===== src/rtl/gpio.sv =====
// gpio: 32-bit memory-mapped GPIO with DATA_OUT/DIR/DATA_IN registers and a 2-flop input synchroniser.
// Optional rising-edge interrupt on input pins is enabled by defining GPIO_IRQ_EN.
`default_nettype none

module gpio #(
  parameter int unsigned WIDTH   = 32,
  parameter logic [31:0] RST_OUT = 32'h0000_0000,
  parameter logic [31:0] RST_DIR = 32'h0000_0000
) (
  input  logic        clk,
  input  logic        reset,
  input  logic        we,
  input  logic        re,
  input  logic [3:0]  addr,
  input  logic [31:0] wdata,
  output logic [31:0] rdata,
  input  logic [31:0] gpio_in,
  output logic [31:0] gpio_out,
  output logic [31:0] gpio_dir,
  output logic        irq
);

  localparam logic [3:0] ADDR_OUT = 4'h0;
  localparam logic [3:0] ADDR_DIR = 4'h4;
  localparam logic [3:0] ADDR_IN  = 4'h8;
  localparam logic [3:0] ADDR_IRQ = 4'hC;

  logic [WIDTH-1:0] out_q, out_d;
  logic [WIDTH-1:0] dir_q, dir_d;
  logic [WIDTH-1:0] sync1_q, sync2_q;
  logic [31:0]      rdata_q, rdata_d;
  logic [31:0]      rd_val;

`ifdef GPIO_IRQ_EN
  logic [WIDTH-1:0] sync3_q;
  logic [WIDTH-1:0] stat_q, stat_d;
  logic [WIDTH-1:0] rise;
  logic             irq_q;
`endif

  always_comb begin
    out_d = out_q;
    dir_d = dir_q;
    if (we) begin
      case (addr)
        ADDR_OUT: out_d = wdata[WIDTH-1:0];
        ADDR_DIR: dir_d = wdata[WIDTH-1:0];
        default:  ;
      endcase
    end
  end

  // Read mux sees the pre-write register values, so a same-edge write/read returns the old value.
  always_comb begin
    rd_val = '0;
    case (addr)
      ADDR_OUT: rd_val[WIDTH-1:0] = out_q;
      ADDR_DIR: rd_val[WIDTH-1:0] = dir_q;
      ADDR_IN:  rd_val[WIDTH-1:0] = sync2_q;
`ifdef GPIO_IRQ_EN
      ADDR_IRQ: rd_val[WIDTH-1:0] = stat_q;
`endif
      default:  rd_val = '0;
    endcase
  end

  assign rdata_d = re ? rd_val : rdata_q;

  always_comb begin
    gpio_dir = '0;
    gpio_out = '0;
    gpio_dir[WIDTH-1:0] = dir_q;
    gpio_out[WIDTH-1:0] = out_q & dir_q;
  end

  assign rdata = rdata_q;

  always_ff @(posedge clk or negedge reset) begin
    if (!reset) begin
      out_q   <= RST_OUT[WIDTH-1:0];
      dir_q   <= RST_DIR[WIDTH-1:0];
      sync1_q <= '0;
      sync2_q <= '0;
      rdata_q <= '0;
    end else begin
      out_q   <= out_d;
      dir_q   <= dir_d;
      sync1_q <= gpio_in[WIDTH-1:0];
      sync2_q <= sync1_q;
      rdata_q <= rdata_d;
    end
  end

`ifdef GPIO_IRQ_EN
  // Edges are only recorded on pins currently configured as inputs; a new edge beats a same-cycle W1C.
  assign rise = sync2_q & ~sync3_q & ~dir_q;

  always_comb begin
    stat_d = stat_q;
    if (we && (addr == ADDR_IRQ)) begin
      stat_d = stat_d & ~wdata[WIDTH-1:0];
    end
    stat_d = stat_d | rise;
  end

  always_ff @(posedge clk or negedge reset) begin
    if (!reset) begin
      sync3_q <= '0;
      stat_q  <= '0;
      irq_q   <= 1'b0;
    end else begin
      sync3_q <= sync2_q;
      stat_q  <= stat_d;
      irq_q   <= |stat_d;
    end
  end

  assign irq = irq_q;
`else
  assign irq = 1'b0;
`endif

endmodule

`default_nettype wire


===== config.mk =====
export PLATFORM = sky130hd
export DESIGN_NAME = gpio
export DESIGN_NICKNAME = d
export VERILOG_FILES = /design/src/rtl/gpio.sv
export SDC_FILE = /design/constraint.sdc
export NUM_CORES = 1
export LEC_CHECK = 0
export CORE_MARGIN = 4
export CORE_UTILIZATION = 45
export CTS_BUF_LIST = sky130_fd_sc_hd__clkbuf_4 sky130_fd_sc_hd__clkbuf_8 sky130_fd_sc_hd__clkbuf_16
export DETAILED_ROUTE_END_ITERATION = 6
export DONT_BUFFER_PORTS = 1
export PLACE_DENSITY_LB_ADDON = 0.12
export RECOVER_POWER = 50
export SLEW_MARGIN = 10
export SYNTH_ARGS = -nofsm -noshare
export SYNTH_HDL_FRONTEND = slang
export SYNTH_SLANG_ARGS = --single-unit
export TNS_END_PERCENT = 1

===== constraint.sdc =====
create_clock -name clk -period 3.45 [get_ports clk]
set_clock_uncertainty 0.2 [all_clocks]
set_input_delay 0.69 -clock clk [delete_from_list [all_inputs] [get_ports clk]]
set_output_delay 0.69 -clock clk [all_outputs]
set_load 0.1 [all_outputs]

# Word-level counts from Yosys, hierarchy flattened
# Index checks and enable logic that the tools add are counted.
# Widths: inputs -> output; s select.
classes:
  n_eq_ne: 2
  mux: 1
  n_bitwise: 1
  reduce_logical: 3
op_table:
  columns: ["op", "count"]
  rows:
  - ["$pmux 32 s3", 1]
  - ["$and 32x32->32", 1]
  - ["$eq 4x3->1 const B", 1]
  - ["$eq 4x4->1 const B", 1]
  - ["$logic_not 4->1", 1]
  - ["$reduce_and 2->1", 2]
word_totals:
  register_bits: 160
  input_bits: 72

# Longest topological paths before layout
# Gate-level depths: netlist (run 1).
depth:
  depth_word: 2
  depth_mapped: 5
  ltp_nobuf: 3

# Worst setup path after synthesis (run 1)
# No wires, ideal clock.
synth_path:
  path_kind: "register to output"
  startpoint: "register dir_q[30], in the netlist gpio_dir[30]"
  endpoint: "output port gpio_out[30]"
  t_arrival_ns: 1.794
  required_ns: 2.560
  slack_ns: 0.766
  path_stages_with_launch: 2
  path_cell_list: "dfrtp_1 > and2_1"
synth_via:
  elab_chain_len: 1
synth_rtl:
  columns: ["item", "line_no", "rtl"]
  rows:
  - ["start, declared", "29", "logic [WIDTH-1:0] dir_q, dir_d;"]
  - ["start signal, assigned", "81", "dir_q <= RST_DIR[WIDTH-1:0];"]
  - ["start signal, assigned", "87", "dir_q <= dir_d;"]
  - ["$and 32x32->32", "73", "gpio_out[WIDTH-1:0] = out_q & dir_q;"]
  - ["end, declared", "18", "output logic [31:0] gpio_out,"]
# No other way between the ends.

# Worst setup path after layout (run 1)
layout_path:
  startpoint: "register dir_q[2], in the netlist gpio_dir[2]"
  endpoint: "output port gpio_out[2]"
# The elaborated chain is that of the path after synthesis.

==> Flow_metrics.wiki, run 1 <==
{| class="wikitable"
! Metric !! Value
|-
| Result of the run || finished, violations left
|-
| Violated checks || DRC, hold timing
|-
| Critical path start-end classification || reg -> out
|-
| Hold Path Class || in -> async
|-
| Overall track demand over capacity in global routing || 19.7%
|-
| Number of instances resized during post-cts repair || 0
|-
| Post-synth EDFFs || 0
|-
| Top cells by instance count after synthesis || dfrtp_1, mux2_1, and2_1, inv_1, o22ai_1
|-
| Post-Synthesis Cells || 388
|-
| Fraction of final layout cells with drive strength greater than 1 || 29.2%
|-
| Worst Path Max Fanout || 4
|-
| Via count of the first global-routing pass || 3723
|-
| Post-Route WL || 13.6 mm
|-
| Starting Density || 46.8%
|-
| Overall power of the completed layout || 6.24 mW
|-
| Total number of H-tree levels || 4
|-
| Clock tree root driver cell || clkbuf_16
|-
| Vias per Instance || 5.47
|-
| Cell repeated most along the worst path || buf_4
|-
| Setup tns final || 0 ns
|-
| Worst setup slack after placement || 1.07 ns
|-
| Timing-limited maximum frequency || 0.412 GHz
|-
| Die height || 121 µm
|-
| Number of violations of the max-capacitance limit || 0
|-
| Arrival time at the worst endpoint || 1.53 ns
|-
| Post-route clock period utilization || 70.3%
|-
| Hold Fails Final Rpt || 160
|-
| Proportion of power drawn by the clock network || 34.3%
|-
| Number of iterations in the first detailed-routing pass || 7
|-
| Portion of total power attributed to combinational logic || 28.7%
|-
| Count of routing violations after the opening detailed-route iteration || 375
|-
| Number of clock buffers inserted by TritonCTS || 17
|-
| Area contributors post-synth || dfrtp_1, mux2_1, mux2_2
|-
| Maximum clock path buffer count || 2
|-
| Post-route minimum period || 2.42 ns
|-
| Sw Pwr || 2.33 mW
|-
| TritonCTS clock tree || yes
|-
| Register bit total from synthesis || 160
|-
| Number of buffers inserted by post-CTS setup repair || 0
|-
| Final ANT Viol Nets || 0
|-
| Worst EP required || 2.56 ns
|-
| Average detailed-routed wire length per instance || 21.6 µm
|-
| ANT cells || 0
|-
| Number of antenna violations at the first check in global routing || 1
|-
| Count of clock tree sinks || 160
|-
| Global-route wire length before repair || 21.7 mm
|-
| Detailed placement HPWL || 8.13 mm
|-
| Power Density || 882 nW/µm²
|-
| Synthesized area per cell || 14.8 µm²
|-
| Top cell type by total area after synthesis || dfrtp_1
|-
| Port bufs || 0
|-
| Async SR Flop Fraction || 100%
|-
| Most used standard cell by instance count after synthesis || dfrtp_1
|-
| Nature of the critical path endpoint || output pin
|-
| Sort of element at the start of the critical path || register
|-
| Total Nets Final || 524
|-
| Worst skew pair latency || 0.41 ns
|-
| Share of power burned in registers || 37.1%
|-
| Crit-path max cell delay || 0.34 ns
|-
| Width of the chip || 121 µm
|-
| Final-layout fill cell count || 1004
|-
| Gp weighted congestion || 0.758
|-
| Worst setup margin || 1.03 ns
|-
| Number of placement rows || 40
|-
| Via count || 3463
|-
| Total DRC errors in the routed layout || 12
|-
| Post-route worst hold slack || -0.232 ns
|-
| Total global routing overflow || 0
|-
| Final setup viols || 0
|-
| Fraction of post-synthesis cell area in the top cell type by area || 69.8%
|-
| Die ar. || 14600 µm²
|-
| Switching power share of the total || 37.4%
|-
| Clock transition at the register clock pins on the worst setup and hold paths after CTS || 0.06 ns
|-
| Leading register cell type out of synthesis || dfrtp_1
|-
| Synth unique cells || 20
|-
| Slew of the pin with the lowest slew margin || 0.953 ns
|-
| Area growth from synthesis to final layout || 23.3%
|-
| Crit path max-delay cell type || dfrtp_1
|-
| Share of synthesized area occupied by flip-flops and latches || 69.8%
|-
| Synthesized cell area || 5740 µm²
|-
| Relative slew slack || 36.3%
|-
| Warnings from Yosys || 0
|-
| Unrepaired setup endpoints after global routing || no
|-
| Pins over their slew limit || 0
|-
| Number of top-level design ports || 169
|-
| Pin count of the biggest net entering global routing || 161
|-
| CP Cell Sequence || buf_4 > and2_1 > buf_4
|-
| Internal portion of total power || 3.91 mW
|-
| Net count of the mapped netlist || 460
|-
| Static leakage power || 3.20 nW
|-
| Maximum VDD drop || 0.000583 V
|-
| Core area || 12300 µm²
|}
## layout by cell type (no fill, tap or decap)
master,n
nor2_1,2
clkinvlp_4,2
clkbuf_8,3
clkbuf_16,17
inv_1,32
o22ai_1,32
nand2_1,1
and2_1,32
clkbuf_4,2
buf_4,69
nor4_2,1
nor3_1,1
a22oi_1,1
nand3_2,3
conb_1,1
mux2_2,29
bufinv_16,6
dfrtp_1,160
mux2_1,36
clkinv_2,2
a222oi_1,31
nor2b_4,2
## state kept, by name, indices dropped and copies added (netlist names)
signal / cells
gpio_dir: 32
out_q: 32
sync2_q: 32
sync1_q: 32
rdata: 32
## critical path: cells and delay by family, from the launching register on
family | cells | cell delay, ns
simple gates | 1 | 0.19
buf+inv | 2 | 0.59
flops | 1 | 0.34
## kinds of logic (layout without fill, tap and decap cells)
group / Yosys count / in the layout / share of synthesized area (%)
flip-flops: 160 / 160 / 69.8
multiplexers: 65 / 65 / 12.8
AO/OA/AOI/OAI: 64 / 64 / 9.03
buffers and inverters: 56 / 133 / 3.95
AND/OR/NAND/NOR: 42 / 42 / 4.45
other: 1 / 1 / 0.0653
## through the flow
step,instance area [µm²],std cells,hold WS [ns],util [%]
CTS,7080,633,-0.254,57.7
floorplan,5740,388,0.131,-
global placement,6390,601,0.133,52.1
global route,7080,633,-0.263,57.7
finish,7080,633,-0.232,57.7
detailed placement,6390,601,0.135,52.1
## power groups by stage
stage	logic, mW	registers (mW)	clock network [mW]
final	1.79	2.31	2.14
after global routing	1.85	2.35	2.28
after CTS	1.80	2.31	2.19
after detailed placement	1.79	2.35	0
after global placement	1.78	2.34	0
after floorplan	0.775	3.00	0
## worst paths after layout
path | start | to | slack, ns | cells after the start
worst max-delay path | gpio_dir[2] | gpio_out[2] | 1.03 | 3
worst min-delay path | reset | out_q[5] | -0.23 | 0
worst max register to register | rdata[13] | rdata[13] | 1.93 | 2
worst min register to register | sync1_q[20] | sync2_q[20] | 0.15 | 0
max in group asynchronous | reset | sync2_q[22] | 3.06 | 0
min in group clk | gpio_in[4] | sync1_q[4] | 0.10 | 0
## routing by layer
layer	vias up	part of all wire, %	GRT usage, %
met4	2	1.4	6.59
met5	-	0.088	0
met1	1758	40	26.3
met2	155	48	29.4
li1	1529	-	-
met3	19	11	8.11
## area by class of cell
cell class	instances	area (µm²)	share of cell area, %
multi-input cells	172	1540	21.8
repair buffers	69	518	7.32
clock inverters	10	205	2.90
flip-flops and latches	160	4000	56.6
well taps	168	210	2.97
inverters	32	120	1.70
clock buffers	22	482	6.80
(Power assumes the default switching activity.)
==> inputs of run 2 (changes only) <==
==> constraint.sdc (replaced) <==
create_clock -name clk -period 2.42 [get_ports clk]
set_clock_uncertainty 0.2 [all_clocks]
set_input_delay 0.484 -clock clk [delete_from_list [all_inputs] [get_ports clk]]
set_output_delay 0.484 -clock clk [all_outputs]
set_load 0.1 [all_outputs]
==> Flow_metrics.wiki, run 2 (same netlist as run 1, synthesis figures left out) <==
{| class="wikitable"
! Metric !! Value
|-
| Crit-path max cell delay || 0.40 ns (+0.06 ns)
|-
| Final ANT Viol Nets || 0 (unchanged)
|-
| Final setup viols || 0 (unchanged)
|-
| Worst skew pair latency || 0.42 ns (about the same)
|-
| Largest delay contributor family on the critical path || flip-flops
|-
| Fraction of final layout cells with drive strength greater than 1 || 30.4% (+1.1 points)
|-
| Worst EP required || 1.74 ns (-0.82 ns)
|-
| Post-route worst hold slack || -0.441 ns (-0.208 ns)
|-
| Area growth from synthesis to final layout || 44.9%
|-
| Worst setup slack after placement || 0.468 ns (-0.603 ns)
|-
| Total global routing overflow || 0 (unchanged)
|-
| Static leakage power || 3.72 nW (+16%)
|-
| Arrival time at the worst endpoint || 1.21 ns (-0.32 ns)
|-
| Count of clock tree sinks || 160 (unchanged)
|-
| Placed Cells incl. Taps || 636 (+5.8%)
|-
| Worst Path Max Fanout || 4 (unchanged)
|-
| Total number of H-tree levels || 4 (unchanged)
|-
| Gp weighted congestion || 0.797 (+5.1%)
|-
| Relative slew slack || 65.5% (+29 points)
|-
| Via count || 3862 (+12%)
|-
| Die ar. || 14600 µm² (unchanged)
|-
| TritonCTS clock tree || yes
|-
| Number of clock buffers inserted by TritonCTS || 17 (unchanged)
|-
| CP Cell Sequence || and2_1 > buf_12
|-
| Launch instance of the worst register-to-register path || gpio_dir[25]
|-
| Overall power of the completed layout || 8.88 mW (+42%)
|-
| Sum of buffers and inverters on the critical path || 1 (-1)
|-
| Number of placement rows || 40 (unchanged)
|-
| Average detailed-routed wire length per instance || 20.1 µm (-6.9%)
|-
| Count of non-filler cells in the finished layout || 734 (+16%)
|-
| Result of the run || finished, violations left
|-
| Post-Route WL || 14.7 mm (+7.9%)
|-
| Number of violations of the max-capacitance limit || 0 (unchanged)
|-
| Number of instances resized during post-cts repair || 0 (unchanged)
|-
| Slew of the pin with the lowest slew margin || 0.517 ns (-0.436 ns)
|-
| Vias per Instance || 5.26 (-3.8%)
|-
| Post-route minimum period || 1.89 ns
|-
| Width of the chip || 121 µm (unchanged)
|-
| Overall track demand over capacity in global routing || 21.1% (+1.3 points)
|-
| Placed standard-cell area || 7060 µm² (+11%)
|-
| Starting Density || 46.8% (unchanged)
|-
| Post-route clock period utilization || 78.2%
|-
| Core area || 12300 µm² (unchanged)
|-
| Count of routing violations after the opening detailed-route iteration || 388 (+3.5%)
|-
| Sort of element at the start of the critical path || register
|-
| Setup tns final || 0 ns (unchanged)
|-
| Clock transition at the register clock pins on the worst setup and hold paths after CTS || 0.06 ns (about the same)
|-
| Pins over their slew limit || 0 (unchanged)
|-
| Worst setup margin || 0.527 ns (-0.498 ns)
|-
| Most common library cell in the layout ignoring fill and taps || dfrtp_1
|-
| Maximum VDD drop || 0.000629 V (+7.9%)
|-
| Final-layout fill cell count || 859 (-14%)
|-
| Global-route wire length before repair || 23.1 mm (+6.6%)
|-
| Nature of the critical path endpoint || output pin
|-
| Number of antenna violations at the first check in global routing || 0 (-1)
|-
| Timing-limited maximum frequency || 0.528 GHz
|-
| ANT cells || 0 (unchanged)
|-
| Number of top-level design ports || 169 (unchanged)
|-
| Critical path start-end classification || reg -> out
|-
| Die height || 121 µm (unchanged)
|-
| Power Density || 1070 nW/µm² (+21%)
|-
| Hold Path Class || in -> async
|-
| Final design utilization || 67.8% (+10 points)
|-
| Detailed placement HPWL || 8.53 mm (+4.9%)
|-
| Final design area excluding fillers || 8320 µm² (+17%)
|-
| Unrepaired setup endpoints after global routing || no
|-
| Total Nets Final || 626 (+19%)
|-
| Pin count of the biggest net entering global routing || 161 (unchanged)
|-
| Port bufs || 0 (unchanged)
|-
| Crit path max-delay cell type || dfrtp_1
|-
| Total DRC errors in the routed layout || 0 (-12)
|-
| Clock tree root driver cell || clkbuf_16
|-
| Number of iterations in the first detailed-routing pass || 7 (unchanged)
|-
| Violated checks || hold timing
|-
| Maximum clock path buffer count || 2 (unchanged)
|-
| Beginning of the critical path || gpio_dir[9]
|-
| Via count of the first global-routing pass || 4167 (+12%)
|-
| Hold Fails Final Rpt || 160 (unchanged)
|-
| Top library cells by usage in the layout, fill and taps aside || dfrtp_1, buf_4, dlygate4sd3_1
|}
[run 2: changes by cell type in the layout (fill, tap and decap cells not counted), moves of 2 or more]
cell	delta
buf_12	+34
buf_4	+2
bufinv_16	-4
clkbuf_4	-2
clkinv_2	+5
dlygate4sd3_1	+66
[run 2: what timing repair did]
action                    CTS  global route
hold buffers               64             3
setup buffers               0             0
hold endpoints to repair  273           163
[run 2: final timing paths]
| check | end | slack [ns] | cells after the start |
|---|---|---|---|
| setup / recovery | gpio_out[9] | 0.53 | 2 |
| hold / removal | rdata[2] | -0.44 | 0 |
| setup reg to reg | rdata[25] | 1.00 | 3 |
| hold reg to reg | sync2_q[5] | 0.14 | 0 |
| max in group asynchronous | sync2_q[20] | 2.28 | 0 |
| min in group clk | out_q[3] | 0.01 | 1 |
[run 2: layout make-up]
| type | count | area (µm²) | share of cell area, % |
|---|---|---|---|
| sequential | 160 | 4000 | 48.1 |
| timing repair buffer | 171 | 1870 | 22.5 |
| multi-input combinational | 172 | 1540 | 18.5 |
| clock buffer | 19 | 453 | 5.45 |
| tap | 168 | 210 | 2.53 |
| inverter | 32 | 120 | 1.44 |
| clock inverter | 12 | 118 | 1.41 |
[run 2: where the power goes]
part           internal, mW  switching, mW
logic                 0.887           2.21
clock network          1.55           1.02
registers              3.00          0.208
[run 2: layer usage]
metal	global-route usage (%)	part of all wire, %	wire, µm	vias to the layer above
li1	-	-	-	1732
met4	6.87	1.6	237	0
met5	0	0	0	-
met2	32.3	47	6970	171
met1	27.1	41	6030	1943
met3	8.95	10	1500	16
[run 2: worst reg2reg max path, stage by stage (launching register included)]
cell	delay, ns
dfrtp_1	0.37
buf_4	0.24
a222oi_1	0.36
o22ai_1	0.11
==> inputs of run 3 (changes only) <==
==> constraint.sdc (replaced) <==
create_clock -name clk -period 1.7 [get_ports clk]
set_clock_uncertainty 0.2 [all_clocks]
set_input_delay 0.34 -clock clk [delete_from_list [all_inputs] [get_ports clk]]
set_output_delay 0.34 -clock clk [all_outputs]
set_load 0.1 [all_outputs]
==> Flow_metrics.wiki, run 3 (same netlist as run 1, synthesis figures left out) <==
{| class="wikitable"
! Metric !! Value
|-
| Result of the run || finished, violations left
|-
| Violated checks || hold timing, setup timing
|-
| Total global routing overflow || 0 (unchanged)
|-
| Placed standard-cell area || 7180 µm² (+1.7%)
|-
| Unrepaired setup endpoints after global routing || yes
|-
| Count of routing violations after the opening detailed-route iteration || 390 (+0.52%)
|-
| Count of non-filler cells in the finished layout || 761 (+3.7%)
|-
| Total DRC errors in the routed layout || 0 (unchanged)
|-
| Placed Cells incl. Taps || 640 (+0.63%)
|-
| Pin count of the biggest net entering global routing || 161 (unchanged)
|-
| Timing-limited maximum frequency || 0.583 GHz
|-
| Die ar. || 14600 µm² (unchanged)
|-
| Hold Fails Final Rpt || 160 (unchanged)
|-
| Total number of H-tree levels || 4 (unchanged)
|-
| Number of clock buffers inserted by TritonCTS || 17 (unchanged)
|-
| Gp weighted congestion || 0.764 (-4.1%)
|-
| Vias per Instance || 5.22 (-0.78%)
|-
| Final ANT Viol Nets || 0 (unchanged)
|-
| Post-Route WL || 15.0 mm (+1.5%)
|-
| Storage cell area || 4040 µm² (+1.0%)
|-
| Number of violations of the max-capacitance limit || 0 (unchanged)
|-
| Total Nets Final || 652 (+4.2%)
|-
| Hold Buf Count CTS || 65 (+1.6%)
|-
| Area taken by multi-input logic gates || 1610 µm² (+4.8%)
|-
| ANT cells || 0 (unchanged)
|-
| Detailed placement HPWL || 9.15 mm (+7.3%)
|-
| Worst Path Max Fanout || 3 (-1)
|-
| Post-route worst hold slack || -0.582 ns (-0.141 ns)
|-
| Number of iterations in the first detailed-routing pass || 6 (-1)
|-
| Final-layout fill cell count || 833 (-3.0%)
|-
| Arrival time at the worst endpoint || 1.17 ns (-0.04 ns)
|-
| Worst setup margin || -0.0142 ns (-0.541 ns)
|-
| Maximum VDD drop || 0.000952 V (+51%)
|-
| Final design utilization || 70.8% (+3.0 points)
|-
| Maximum clock path buffer count || 2 (unchanged)
|-
| Top library cells by usage in the layout, fill and taps aside || dfrtp_1, buf_4, dlygate4sd3_1
|-
| Via count || 3973 (+2.9%)
|-
| Fraction of final layout cells with drive strength greater than 1 || 44.4% (+14 points)
|-
| Nature of the critical path endpoint || output pin
|-
| Average detailed-routed wire length per instance || 19.7 µm (-2.1%)
|-
| Via count of the first global-routing pass || 4352 (+4.4%)
|-
| Pins over their slew limit || 0 (unchanged)
|-
| Starting Density || 46.8% (unchanged)
|-
| Post-route minimum period || 1.71 ns
|-
| Final setup viols || 2 (+2)
|-
| Worst EP required || 1.16 ns (-0.58 ns)
|-
| Global-route wire length before repair || 23.6 mm (+2.3%)
|-
| Core area || 12300 µm² (unchanged)
|-
| Area growth from synthesis to final layout || 51.3%
|-
| Clock tree root driver cell || clkbuf_16
|-
| Number of top-level design ports || 169 (unchanged)
|-
| Most common library cell in the layout ignoring fill and taps || dfrtp_1
|-
| Static leakage power || 3.90 nW (+4.8%)
|-
| Clock transition at the register clock pins on the worst setup and hold paths after CTS || 0.06 ns (about the same)
|-
| Die height || 121 µm (unchanged)
|-
| TritonCTS clock tree || yes
|-
| Number of antenna violations at the first check in global routing || 0 (unchanged)
|-
| Overall track demand over capacity in global routing || 21.3% (+0.26 points)
|-
| Hold Path Class || in -> async
|-
| Final design area excluding fillers || 8680 µm² (+4.4%)
|-
| Power Density || 1530 nW/µm² (+43%)
|-
| Critical path start-end classification || reg -> out
|-
| Setup tns final || -0.0156 ns (-0.0156 ns)
|-
| Width of the chip || 121 µm (unchanged)
|-
| Post-route clock period utilization || 101%
|-
| Count of clock tree sinks || 160 (unchanged)
|-
| Number of placement rows || 40 (unchanged)
|-
| Port bufs || 0 (unchanged)
|-
| Sort of element at the start of the critical path || register
|-
| Worst skew pair latency || 0.42 ns (about the same)
|}
==> run 3: cell count changes in the layout (fill, tap and decap cells not counted), sizes merged <==
cell,delta
inv,+1
bufinv,+1
clkbuf,+3
clkinvlp,-2
clkinv,-2
dlygate4sd3,-2
buf,+28
==> run 3: area by class of cell <==
type,instances,area share [%]
Clock buffer,22,5.62
Clock inverter,10,1.51
Inverter,32,1.38
Multi-Input combinational cell,172,18.5
Sequential cell,160,46.6
Tap cell,168,2.42
Timing Repair Buffer,197,23.9
==> run 3: worst paths after layout <==
path,startpoint,end,slack [ns],cells past startpoint
worst max-delay path,out_q[5],gpio_out[5],-0.01,2
worst min-delay path,reset,rdata[5],-0.58,0
worst max register to register,gpio_dir[0],rdata[0],0.38,3
worst min register to register,sync1_q[4],sync2_q[4],0.15,0
max in group asynchronous,reset,gpio_dir[24],1.67,0
min in group clk,addr[0],rdata[30],0.05,3
==> run 3: through the flow <==
stage          worst slack (ns)  power (mW)
2_1_floorplan           -0.0859        7.74
3_3_place_gp             0.0716        8.90
3_5_place_dp             0.0363        8.95
4_1_cts                 -0.0273        13.3
5_1_grt                 -0.0409        13.7
6_report                -0.0142        13.3
==> run 3: critical path, stage by stage, from the launching register on <==
cell     delay, ns
dfrtp_1       0.42
and2_4        0.18
buf_12        0.16
==> run 3: repair_timing <==
action / in CTS / in global routing
pin swaps: 0 / 1
setup buffers: 24 / 0
resized for setup: 31 / 0
endpoints found under the hold margin: 288 / 160
setup endpoints to repair: 32 / 32
==> run 3: per-layer routing <==
layer  routed length, µm  track usage [%]
met3                1300             7.60
met1                5860             26.2
met5                   0                0
met4                 137             7.15
met2                7660             35.0
==> run 3: where the power goes <==
part	total [mW]	internal, mW	switching (mW)
combinational	4.71	1.52	3.19
sequential	4.63	4.31	0.328
clock	3.91	2.47	1.44
total	13.3	8.30	4.95
==> RTL edit 1: new RTL, config.mk and constraints of run 1 <==
Add a define of `GPIO_IRQ_EN`.
--- a/src/rtl/gpio.sv
+++ b/src/rtl/gpio.sv
@@ -1,6 +1,8 @@
 // gpio: 32-bit memory-mapped GPIO with DATA_OUT/DIR/DATA_IN registers and a 2-flop input synchroniser.
 // Optional rising-edge interrupt on input pins is enabled by defining GPIO_IRQ_EN.
 `default_nettype none
+
+`define GPIO_IRQ_EN
 
 module gpio #(
   parameter int unsigned WIDTH   = 32,
Check against the original RTL: not equivalent (Yosys sat finds a counterexample within 4 cycles, from zero or initial values and one cycle with reset low).
==> RTL edit 1 against run 1 <==
The flow finishes with violations (hold timing); total power increased by 29%; synthesized area increased by 53%; cell area increased by 51%; synthesized cell count increased by 84%; sequential share of layout area decreased by 3.8 points; final cell count increased by 72%; combinational power increased by 12%; maximum frequency decreased by 7.2%; routed wire length increased by 65%; die area increased by 49%; setup slack got worse by 190 ps; sequential cell count increased by 65; largest power group unchanged.
==> RTL edit 1: results (changes against run 1) <==
Pleak=4.685 nW (+46%); failing checks=hold timing; worst-case reg-to-reg path depth=7 (+5); DP Cell Count=1,010 (+68%); Max Freq=0.3829 GHz (-7.2%); Critical Path Max Stage Delay=410 ps (+70 ps); Hold WS=-333.6 ps (-101.4 ps); Internal=5.143 mW (+32%); Slew headroom=0.3220 (-0.04128); clk_lat worst skew=520 ps (+110 ps); CTS Hold Buffers Added=32; syn_nets=787 (+71%); outcome=complete, but fails checks; combinational power share=0.249 (-0.038); Fin. Hold Viols=225 (+41%); Flop pwr share=0.404 (+0.033); Num CTS Buffers=25 (+8); CTS max path bufs=3 (+1); drt wl/cell=20.69 um (-4.1%); first-pass GRT wire length=36.08 mm (+66%); reg2reg setup slack=1060 ps (-870 ps); Clock group=2.80 mW (+31%); Non-Filler Instances=1,087 (+72%); largest net degree at the start of global routing=226 (+40%); Post-Syn Instances=715 (+84%); placed cell area=9480 sq um (+48%); pre-CTS setup slack=388.5 ps (-683.3 ps); number of global-route vias before repair=6,342 (+70%); DRT iter0 DRCs=438 (+17%); ys async rst share=1.000 (unchanged); CTS Root Cell=clkbuf_16; Via-to-Cell Ratio=5.451 (-0.37%); maximum resistive drop on vdd=386.4 uV (-34%); RR Endpoint=irq; share of layout cells above drive strength 1=0.2213 (-0.07119); Critical R2R Launch=gpio_dir[15]; overall global routing resource usage=0.2080 (+0.01050); Critical Path Sink=gpio_out[6]; Starting Density=0.4633 (-0.004750); synth top area cells=dfrtp_1 64%, mux2_2 8.2%, a21oi_1 6.5%, mux2i_1 3.7%, and2_1 2.6%; Final Util=0.5652 (-0.01218); initial antenna violation count=0 (-1); Critical Path AT=1720 ps (+190 ps); H-tree depth=1 (-3); Netlist cell types=32 (+60%); Core ar.=18,890 sq um (+54%); sequential element share of the synthesized area=0.6432 (-0.05440); routability cong.=0.8014 (+5.7%); hpwl dp=14.80 mm (+82%)
RTL edit 1: cell count changes after synthesis, moves of 12 or more:
cell and delta:
a222oi_1 -31, dfrtp_1 +65, nand2_1 +39, nor2_1 +19, clkbuf_1 +14, a21oi_1 +114, nor2b_1 +12, a21o_1 +19
mux2i_1 +32, mux2_1 -36, mux2_2 +35, nor3b_1 +14
RTL edit 1: area by class of cell:
class | instances | share of cell area
repair buffers | 101 | 0.07851
multi-input cells | 423 | 0.2700
clock inverters | 14 | 0.01641
inverters | 33 | 0.01160
flip-flops and latches | 225 | 0.5273
well taps | 260 | 0.03047
clock buffers | 31 | 0.06574
RTL edit 1: cell families after synthesis:
| group | share of synthesized area |
|---|---|
| AOI/OAI and AO/OA | 0.1186 |
| buffers and inverters | 0.02959 |
| muxes | 0.1189 |
| and+or+nand+nor | 0.08962 |
| DFF | 0.6432 |
RTL edit 1: routing by layer:
layer	routed length, um	global-route usage
met5	0	0
met1	9865	0.2899
met3	1734	0.05733
met2	10540	0.3293
met4	346	0.04706
==> RTL edit 2: new RTL, settings of run 1 <==
Without the edit above. `rdata_q` no longer has a reset.
--- a/src/rtl/gpio.sv
+++ b/src/rtl/gpio.sv
@@ -81,14 +81,16 @@
       dir_q   <= RST_DIR[WIDTH-1:0];
       sync1_q <= '0;
       sync2_q <= '0;
-      rdata_q <= '0;
     end else begin
       out_q   <= out_d;
       dir_q   <= dir_d;
       sync1_q <= gpio_in[WIDTH-1:0];
       sync2_q <= sync1_q;
-      rdata_q <= rdata_d;
     end
+  end
+
+  always_ff @(posedge clk) begin
+    rdata_q <= rdata_d;
   end
 
 `ifdef GPIO_IRQ_EN
Formal check against the unedited RTL: differs if reset is asserted again (counterexample within 4 cycles, from zero or initial values and one cycle with reset low); with reset held inactive, the same outputs for 4 cycles.
==> RTL edit 2 against run 1 <==
Cell area fell by 2.7%; sequential power is 6% higher; critical path type unchanged; routed wire length is 11% lower; sequential cell count did not move; total power fell by 6.1%; die area barely moved; synthesized area barely moved; the flow finishes with violations (hold timing); first-iteration DRC count shrank 33%; setup slack better by 1.4 ps; largest cell class unchanged; clock power fell by 22%.
==> RTL edit 2: results (changes against run 1) <==
number of flops mapped to enable cells by yosys=32 (+32); failing checks=hold timing; routability cong.=0.7638 (+0.75%); buffer share of cell area=0.07298 (-0.0001861); Netlist cell types=18 (-10%); pre-CTS setup slack=833.0 ps (-238.8 ps); outcome=complete, but fails checks; mux share of post-synthesis cell area=0.1256 (-0.001935); Pwr Density=850.2 nW/um^2 (-3.6%); Hold WS=-227.5 ps (+4.677 ps); sequential element share of the synthesized area=0.7257 (+0.02806); Plain + repair buffers=67 (-2.9%); first drt pass iteration count=5 (-2); ys async rst share=0.8000 (-0.2000); Synth warnings=0 (unchanged); overall global routing resource usage=0.1771 (-0.02038); FILL cells=992 (-1.2%); Fin. Hold Viols=128 (-20%); n_diodes=1 (+1); fraction of area in multi-input gates=0.1977 (-0.01986); share of layout cells above drive strength 1=0.3075 (+0.01504); hpwl dp=7.362 mm (-9.4%); Final #Nets=486 (-7.3%); Flop pwr share=0.420 (+0.049); final WL=12.19 mm (-11%); routing usage on met2=0.2977 (+0.003473); number of global-route vias before repair=3,386 (-9.1%); placed cell area=6360 sq um (-0.51%); met1 usage in global routing=0.1953 (-0.06808); Sw Pwr=2.344 mW (+0.47%); reg2reg setup slack=1960 ps (+30 ps); Tcrit/Tclk final=0.7024 (about the same); met3 GRT Util=0.07925 (-0.001865); synth top area cells=dfrtp_1 56%, edfxtp_1 17%, mux2_1 6.9%, mux2_2 5.7%, a222oi_1 5.6%; DP Cell Count=563 (-6.3%); maximum resistive drop on vdd=349.7 uV (-40%); clk tree area frac=0.07680 (-0.02023); drt wl/cell=20.49 um (-5.0%); Clk pwr share=0.284 (-0.059); Worst setup SP type=flop; first-pass GRT wire length=19.29 mm (-11%); syn_nets=416 (-9.6%); worst-margin pin slew=963.8 ps (+10.81 ps); Seq/total area=0.6042 (+0.03864); synthesized cell area=5738 sq um (about the same); multi-input gates=136 (-21%); Critical Path Max Stage Delay=320 ps (-20 ps); Synth Area in Compound Gates=0.05582 (-0.03443); cell area after layout=6892 sq um (-2.7%); Commonest cells post-synth=128 x dfrtp_1, 35 x mux2_1
[RTL edit 2: changes by cell type in the layout (fill, tap and decap cells not counted), moves of 2 or more]
cell,before,now
nand3_2,3,1
clkinv_2,2,5
o22ai_1,32,0
clkinv_1,0,2
buf_4,69,67
bufinv_16,6,0
nor4b_4,0,2
edfxtp_1,0,32
nor2b_4,2,0
dfrtp_1,160,128
[RTL edit 2: routing by layer]
metal	up-vias	wire length, um
met5	-	0
met4	0	161
met3	13	1163
met2	121	6415
met1	1604	4452
li1	1382	-
[RTL edit 2: path summary, 6_finish.rpt]
| path | cells past startpoint | endpoint | from |
|---|---|---|---|
| min in group clk | 0 | sync1_q[17] | gpio_in[17] |
| hold / removal | 0 | gpio_dir[22] | reset |
| setup / recovery | 3 | gpio_out[0] | gpio_dir[0] |
| setup reg to reg | 3 | rdata[11] | gpio_dir[11] |
| hold reg to reg | 0 | sync2_q[1] | sync1_q[1] |
| max in group asynchronous | 0 | out_q[15] | reset |
